==> src/rtl/cnu_ctrl.sv <==
// Row controller for a min-sum check-node unit: merges per-beat comparator-tree results into
// row min / second-min / global index. Optional offset min-sum output via CNU_CTRL_OFFSET_EN.
module cnu_ctrl #(
  parameter int data_w    = 8,
  parameter int idx_w     = 8,
  parameter int D         = 5,
  parameter int MAX_BEATS = 4,
  parameter int BETA      = 1
) (
  input  logic              clk,
  input  logic              rst,
  input  logic              s_valid,
  input  logic              s_last,
  output logic              s_ready,
  output logic              tree_en,
  input  logic [data_w-1:0] tree_min,
  input  logic [data_w-1:0] tree_min2,
  input  logic [idx_w-1:0]  tree_idx,
  output logic              out_valid,
  input  logic              out_ready,
  output logic [data_w-1:0] out_min,
  output logic [data_w-1:0] out_min2,
  output logic [idx_w-1:0]  out_idx,
  output logic              out_err,
  output logic [1:0]        fsm_state
);

  localparam int CNT_W = (MAX_BEATS < 1) ? 1 : $clog2(MAX_BEATS + 1);
  localparam logic [CNT_W-1:0] CNT_MAX = CNT_W'(MAX_BEATS);
  localparam logic [idx_w-1:0] D_I = idx_w'(D);

  if (MAX_BEATS * D > 2 ** idx_w) begin : g_bad_idx_w
    $error("cnu_ctrl: MAX_BEATS*D does not fit in idx_w bits");
  end
  if (BETA < 0) begin : g_bad_beta
    $error("cnu_ctrl: BETA must be non-negative");
  end

  // Handshake: a beat transfers on a rising edge where s_valid && s_ready; a result
  // transfers on a rising edge where out_valid && out_ready. Payloads hold while valid.
  typedef enum logic [1:0] {
    IDLE  = 2'd0,
    RUN   = 2'd1,
    DRAIN = 2'd2,
    HOLD  = 2'd3
  } state_t;

  state_t             state_q;
  logic [CNT_W-1:0]   beat_cnt;
  logic               mrg_pend;
  logic               mrg_first;
  logic               mrg_drop;
  logic [CNT_W-1:0]   mrg_beat;
  logic [data_w-1:0]  acc_min;
  logic [data_w-1:0]  acc_min2;
  logic [idx_w-1:0]   acc_idx;
  logic               row_err;

  logic               accept;
  logic               beat_over;
  logic [idx_w-1:0]   glb_idx;
  logic [data_w-1:0]  nxt_min;
  logic [data_w-1:0]  nxt_min2;
  logic [idx_w-1:0]   nxt_idx;

  assign accept    = s_valid & s_ready;
  assign tree_en   = accept;
  assign beat_over = (beat_cnt == CNT_MAX);
  assign fsm_state = state_q;

  function automatic logic [data_w-1:0] offset(input logic [data_w-1:0] v);
`ifdef CNU_CTRL_OFFSET_EN
    offset = (v > data_w'(BETA)) ? v - data_w'(BETA) : '0;
`else
    offset = v;
`endif
  endfunction

  // Tree pairs arrive ordered (tree_min <= tree_min2), so the second smallest of the four
  // candidates reduces to one comparison per branch. Equal values keep the accumulated entry.
  always_comb begin
    nxt_min  = acc_min;
    nxt_min2 = acc_min2;
    nxt_idx  = acc_idx;
    glb_idx  = idx_w'(mrg_beat) * D_I + tree_idx;
    if (mrg_pend && !mrg_drop) begin
      if (mrg_first) begin
        nxt_min  = tree_min;
        nxt_min2 = tree_min2;
        nxt_idx  = glb_idx;
      end else if (tree_min < acc_min) begin
        nxt_min  = tree_min;
        nxt_idx  = glb_idx;
        nxt_min2 = (acc_min < tree_min2) ? acc_min : tree_min2;
      end else begin
        nxt_min2 = (tree_min < acc_min2) ? tree_min : acc_min2;
      end
    end
  end

  always_ff @(posedge clk or negedge rst) begin
    if (!rst) begin
      state_q   <= IDLE;
      beat_cnt  <= '0;
      mrg_pend  <= 1'b0;
      mrg_first <= 1'b0;
      mrg_drop  <= 1'b0;
      mrg_beat  <= '0;
      acc_min   <= '0;
      acc_min2  <= '0;
      acc_idx   <= '0;
      row_err   <= 1'b0;
      s_ready   <= 1'b0;
      out_valid <= 1'b0;
      out_min   <= '0;
      out_min2  <= '0;
      out_idx   <= '0;
      out_err   <= 1'b0;
    end else begin
      mrg_pend  <= accept;
      mrg_first <= accept && (beat_cnt == '0);
      mrg_drop  <= accept && beat_over;
      mrg_beat  <= beat_cnt;
      acc_min   <= nxt_min;
      acc_min2  <= nxt_min2;
      acc_idx   <= nxt_idx;

      // Beats past MAX_BEATS are swallowed; the counter parks at MAX_BEATS and flags the row.
      if (accept && !beat_over) beat_cnt <= beat_cnt + 1'b1;
      if (accept && beat_over)  row_err  <= 1'b1;

      case (state_q)
        IDLE, RUN: begin
          s_ready <= !(accept && s_last);
          if (accept) state_q <= s_last ? DRAIN : RUN;
        end
        DRAIN: begin
          state_q   <= HOLD;
          out_valid <= 1'b1;
          out_min   <= offset(nxt_min);
          out_min2  <= offset(nxt_min2);
          out_idx   <= nxt_idx;
          out_err   <= row_err;
        end
        HOLD: begin
          if (out_ready) begin
            state_q   <= IDLE;
            out_valid <= 1'b0;
            out_err   <= 1'b0;
            s_ready   <= 1'b1;
            beat_cnt  <= '0;
            row_err   <= 1'b0;
          end
        end
        default: state_q <= IDLE;
      endcase
    end
  end

endmodule

==> config.mk <==
export PLATFORM = sky130hd
export DESIGN_NAME = cnu_ctrl
export DESIGN_NICKNAME = d
export VERILOG_FILES = /design/src/rtl/cnu_ctrl.sv
export SDC_FILE = /design/constraint.sdc
export NUM_CORES = 1
export LEC_CHECK = 0
export CAP_MARGIN = 20
export CORE_AREA = 2 2 85 87
export DETAILED_ROUTE_END_ITERATION = 10
export DIE_AREA = 0 0 87 89
export GPL_TIMING_DRIVEN = 0
export PLACE_DENSITY = 0.78
export SETUP_SLACK_MARGIN = 0.15
export SKIP_CTS_REPAIR_TIMING = 1
export SYNTH_ARGS = -nofsm -noshare
export SYNTH_HDL_FRONTEND = slang
export SYNTH_SLANG_ARGS = --single-unit
==> constraint.sdc <==
create_clock -name clk -period 6.1 [get_ports clk]
set_input_delay 0.61 -clock clk [delete_from_list [all_inputs] [get_ports clk]]
set_output_delay 0.61 -clock clk [all_outputs]
set_load 0.02 [all_outputs]
## Yosys cells after proc, flatten, opt, wreduce, memory -nomap -nowiden

Cells that the tools add are included.

| word-level totals | value |
|---|---|
| register bits | 63 |
| bits in latches | 0 |
| memory bits (writable) | 0 |
| ROM bits | 0 |
| bits of input ports | 29 |
| output and inout bits | 30 |
| logic and storage cells | 71 |
| memories kept | 0 |

| operators by class | value |
|---|---|
| add/subtract/negate cells | 2 |
| $mul | 1 |
| divide/modulo/power cells | 0 |
| $lt $le $gt $ge | 3 |
| eq/ne operators | 6 |
| shifts and indexed selects | 0 |
| mux-type cells | 26 |
| bitwise logic cells | 1 |
| reductions and logical operators | 16 |

Operators with widths:

| operator | count |
|---|---|
| 8-bit two-way mux | 11 |
| 8-bit less-than comparator | 3 |
| 3-bit two-way mux | 3 |
| 6-bit by 8-bit adder with 8-bit output | 1 |
| 3-bit by 3-bit multiplier with 6-bit output (second input constant) | 1 |
| 2-bit two-way mux | 3 |
| 1-bit case mux with 2 select lines | 3 |
| 2-bit case mux with 3 select lines | 1 |
| 2-bit AND reduction | 3 |
| 1-bit logical AND | 5 |
| 1-bit two-way mux | 5 |
| 2-bit == test (second input constant) | 2 |
| 2-bit inequality test (second input constant) | 2 |
| 2-bit nonzero test | 2 |
| 3-bit by 1-bit adder with 3-bit output (second input constant) | 1 |
| 3-bit == test (second input constant) | 1 |
| 1-bit logical NOT | 3 |
| 3-bit logical NOT | 1 |
| 2-bit by 1-bit == test with 1-bit output (second input constant) | 1 |
| 2-bit logical NOT | 1 |
| 2-bit OR reduction | 1 |
| 1-bit AND | 1 |

## Logic depth before layout (Yosys ltp)

| logic depth | value |
|---|---|
| depth after elaboration | 6 |
| depth in mapped cells | 11 |

## Worst setup path after synthesis

Ideal clock, no wire load.

| timing | value |
|---|---|
| path type | input to register |
| start point | input tree_idx[3] |
| end point | register out_idx[7] |
| data arrival time | 2,646 ps |
| data required time | 5,975 ps |
| slack | 3,329 ps |
| cell stages on the path | 10 |
| cell sequence | inv_1 > fa_1 > inv_1 > ha_1 > a21o_1 > a211oi_1 > nor2_1 > xor2_1 > mux2_2 > mux2_2 |

| between the ends | value |
|---|---|
| word-level cells in the longest chain between the ends | 4 |

RTL lines:

| what | line | text |
|---|---|---|
| start, declared | 18 | `input logic [idx_w-1:0] tree_idx,` |
| 6-bit by 8-bit adder with 8-bit output (*) | 85 | `glb_idx = idx_w'(mrg_beat) * D_I + tree_idx;` |
| 8-bit two-way mux | 91 | `end else if (tree_min < acc_min) begin` |
| 8-bit two-way mux (*) | 87 | `if (mrg_first) begin` |
| 8-bit two-way mux (*) | 86 | `if (mrg_pend && !mrg_drop) begin` |
| net nxt_idx[7] | 64 | `logic [idx_w-1:0] nxt_idx;` |
| end signal, assigned | 142 | `out_idx <= nxt_idx;` |
| end, declared | 23 | `output logic [idx_w-1:0] out_idx,` |

Mark *: on every way through the listed nets, which the timed path passes. The rest lies on a longest branch.
A chain may end at the register's enable or synchronous reset.

## Worst setup path in the final report

| timing | value |
|---|---|
| start point | input tree_min[4] |
| end point | register out_idx[1] |

| between the ends | value |
|---|---|
| word-level cells in the longest chain between the ends | 4 |

RTL lines:

| what | line | text |
|---|---|---|
| start, declared | 16 | `input logic [data_w-1:0] tree_min,` |
| 8-bit less-than comparator | 91 |  |
| 8-bit two-way mux | 91 |  |
| 8-bit two-way mux | 87 |  |
| 8-bit two-way mux | 86 |  |
| net nxt_idx[1] | 64 |  |

The timed path passes the listed nets, and every way through them passes these cells.

==> flow_metrics.env <==
export IMPL_r2r_cells=9
export IMPL_max_cap_violations=0
export IMPL_firstDrtPassIters=4
export IMPL_yosys_warnings=0
export IMPL_drv_slew=0
export IMPL_cp_start_kind="input port"
export IMPL_end_kind="register"
export IMPL_drive_gt1_share_pct=16.1
export IMPL_grt_setup_unrepaired="no"
export IMPL_dieArea_um2=7740
export IMPL_seq_area_frac_synth_pct=45.1
export IMPL_status="finished, final reports clean"
export IMPL_rows=30
export IMPL_period_minus_slack_ps=3040
export IMPL_period_share_pct=49.8
export IMPL_synth_edf_count=0
export IMPL_yosys_area_share_simple_pct=8.26
export IMPL_wl_um=7620
export IMPL_die_y_um=89
export IMPL_crit_start="tree_min[4]"
export IMPL_power_density_nw_per_um2=563
export IMPL_clk_pin_slew_ps=80
export IMPL_synth_area_mux_share_pct=14.5
export IMPL_cts_buffers=9
export IMPL_gp_congestion=0.881
export IMPL_worst_setup_path_type="input port to register"
export IMPL_wl_per_cell_um=16.4
export IMPL_path_max_fanout=10
export IMPL_peakVddDrop_mv=0.295
export IMPL_overflow=0
export IMPL_placed_cell_area_um2=4190
export IMPL_setup_ws_ps=3060
export IMPL_reg2reg_to="out_idx[7]$_DFFE_PN0P_"
export IMPL_cts_root_buf="clkbuf_8"
export IMPL_path_cells="clkdlybuf4s50_1 -> ha_1 -> or4_1 -> a21oi_2 -> o32ai_2 -> nor2_4 -> buf_12 -> mux2_4 -> mux2_4"
export IMPL_io_pins=59
export IMPL_finalSetupViolations=0
export IMPL_synth_seq_cells=63
export IMPL_grt_pass1_vias=2703
export IMPL_ant_nets=0
export IMPL_cts_sinks=63
export IMPL_synth_xor_area_share_pct=1.50
export IMPL_groute_usage_overall_pct=21.2
export IMPL_avgSynthCellArea_um2=11.3
export IMPL_tightest_slew_ps=806
export IMPL_required_ps=6330
export IMPL_drc=0
export IMPL_vias=2610
export IMPL_final_common_cell="dfrtp_1"
export IMPL_final_nets=444
export IMPL_grt_pass1_wl_um=12600
export IMPL_h_tree_depth=3
export IMPL_start_util_pct=52.0
export IMPL_synth_async_reset_ratio_pct=100
export IMPL_finalHoldViolCount=0
export IMPL_setup_tns_ps=0
export IMPL_drt_initial_drc_count=107
export IMPL_synth_compound_area_share_pct=13.2
export IMPL_r2r_start="mrg_beat[0]$_DFF_PN0_"
export IMPL_hold_path_class="input port to asynchronous set/reset pin"
export IMPL_fin_hold_ws_ps=291
export IMPL_clkLatencyLatePin_ps=350
export IMPL_antenna_found_initial=0
export IMPL_critPathTopFamily="simple AND/OR/NAND/NOR gates"
export IMPL_crit_path_frequent_cell="mux2_4"
export IMPL_io_buffers=58
export IMPL_core_area_um2=6720
export IMPL_routed_via_density=5.61
export IMPL_synth_cells=310
export IMPL_grt_max_degree=36
export IMPL_cts_tree="built"
export IMPL_die_w_um=87
export IMPL_syn_area_um2=3500
export IMPL_synthAdderAreaFrac_pct=13.0
export IMPL_ys_types=43
export IMPL_worst_path_largest_cell_delay_ps=550
export IMPL_place_ws_ps=2720
export IMPL_area_growth_pct=25.5
export IMPL_cp_num_buf_inv=2
export IMPL_fmax_mhz=329
export IMPL_syn_nets=374
export IMPL_cp_slowest_cell="or4_1"
export IMPL_synth_top_family_by_area="multiplexers"
export IMPL_clk_path_buf_depth=2
export IMPL_crit_cells=9
export IMPL_finalClockSkew_ps=9.47
export IMPL_final_area_um2=4390
export IMPL_p_leak_uw=0.00201
export IMPL_hpwl_um=5590
export IMPL_final_cell_mix="63 x dfrtp_1, 57 x clkdlybuf4s50_1, 33 x ha_1"
export IMPL_cp_endpoint="out_idx[1]$_DFFE_PN0P_"
export IMPL_num_antenna_cells=0
export IMPL_arrival_ps=3270
export IMPL_synth_ff_type="dfrtp_1"
export IMPL_relSlewSlack_pct=46.3
export IMPL_r2r_slack_ps=3300
power by group:
| part | switching (uW) | internal, uW | leakage [uW] | total [uW] |
|---|---|---|---|---|
| logic | 669 | 669 | 0.00119 | 1340 |
| clock network | 175 | 191 | 0.0000891 | 366 |
| registers | 147 | 622 | 0.000735 | 769 |
| total | 992 | 1480 | 0.00201 | 2470 |
worst min path at each step:
| stage | from | to | cells after the start |
|---|---|---|---|
| after floorplan | rst | acc_idx[0]$_DFF_PN0_ | 0 |
| after global placement | beat_cnt[1]$_DFF_PN0_ | mrg_beat[1]$_DFF_PN0_ | 0 |
| after detailed placement | beat_cnt[1]$_DFF_PN0_ | mrg_beat[1]$_DFF_PN0_ | 0 |
| after CTS | rst | out_valid$_DFFE_PN0P_ | 1 |
| after global routing | rst | beat_cnt[1]$_DFF_PN0_ | 1 |
| final | rst | beat_cnt[1]$_DFF_PN0_ | 1 |
final cells by class:
type	count	area, um^2
repair buffers	59	596
clock buffers	10	128
clock inverters	6	70.1
inverters	30	113
flip-flops and latches	63	1580
multi-input cells	209	1760
well taps	80	100
fillers	526	2330
plain buffers	8	47.5
per-stage QoR:
step / instances / util [%] / power, uW
after global placement: 448 / 62.2 / 2050
after global routing: 465 / 65.3 / 2660
after CTS: 465 / 65.3 / 2480
after detailed placement: 449 / 62.4 / 2100
after floorplan: 310 / - / 1680
final: 465 / 65.3 / 2470
flip-flops by register name (all words and copies together) (netlist names):
name,cells
acc_min,8
out_min2,8
s_ready,1
mrg_pend,1
beat_cnt,3
out_idx,8
mrg_first,1
row_err,1
out_min,8
acc_min2,8
fsm_state,2
mrg_drop,1
out_valid,1
mrg_beat,3
out_err,1
acc_idx,8
cells by family (layout without fill, tap and decap cells):
kind of cell,after synthesis,after routing
simple gates,60,60
fa+ha+maj,35,35
xor+xnor,6,6
flops,63,63
compound gates,69,69
mux,39,39
buf+inv,38,113
synthesized netlist by cell type (3+ instances only):
library cell,number,area [um^2]
a21o_1,4,30.0
mux2_2,20,225
clkbuf_1,5,18.8
inv_1,30,113
ha_1,33,413
xor2_1,3,26.3
a22oi_1,8,60.1
mux2_4,18,270
a211oi_1,4,30.0
o21a_1,3,22.5
a31oi_1,16,100
o22ai_1,8,50.1
o21ai_0,7,35.0
nand2_1,18,67.6
nand2b_1,4,25.0
a21oi_1,11,55.1
nor2_1,21,78.8
xnor2_1,3,26.3
dfrtp_1,63,1580
metal layers:
| metal | track usage (%) | vias to the layer above | routed length, um |
|---|---|---|---|
| met3 | 3.69 | 11 | 474 |
| met2 | 34.5 | 87 | 3580 |
| met1 | 28.3 | 1255 | 3450 |
| met4 | 8.38 | 0 | 121 |
| li1 | - | 1257 | - |
| met5 | 0 | - | 0 |
Note: power is estimated with default switching activity, not from simulation.
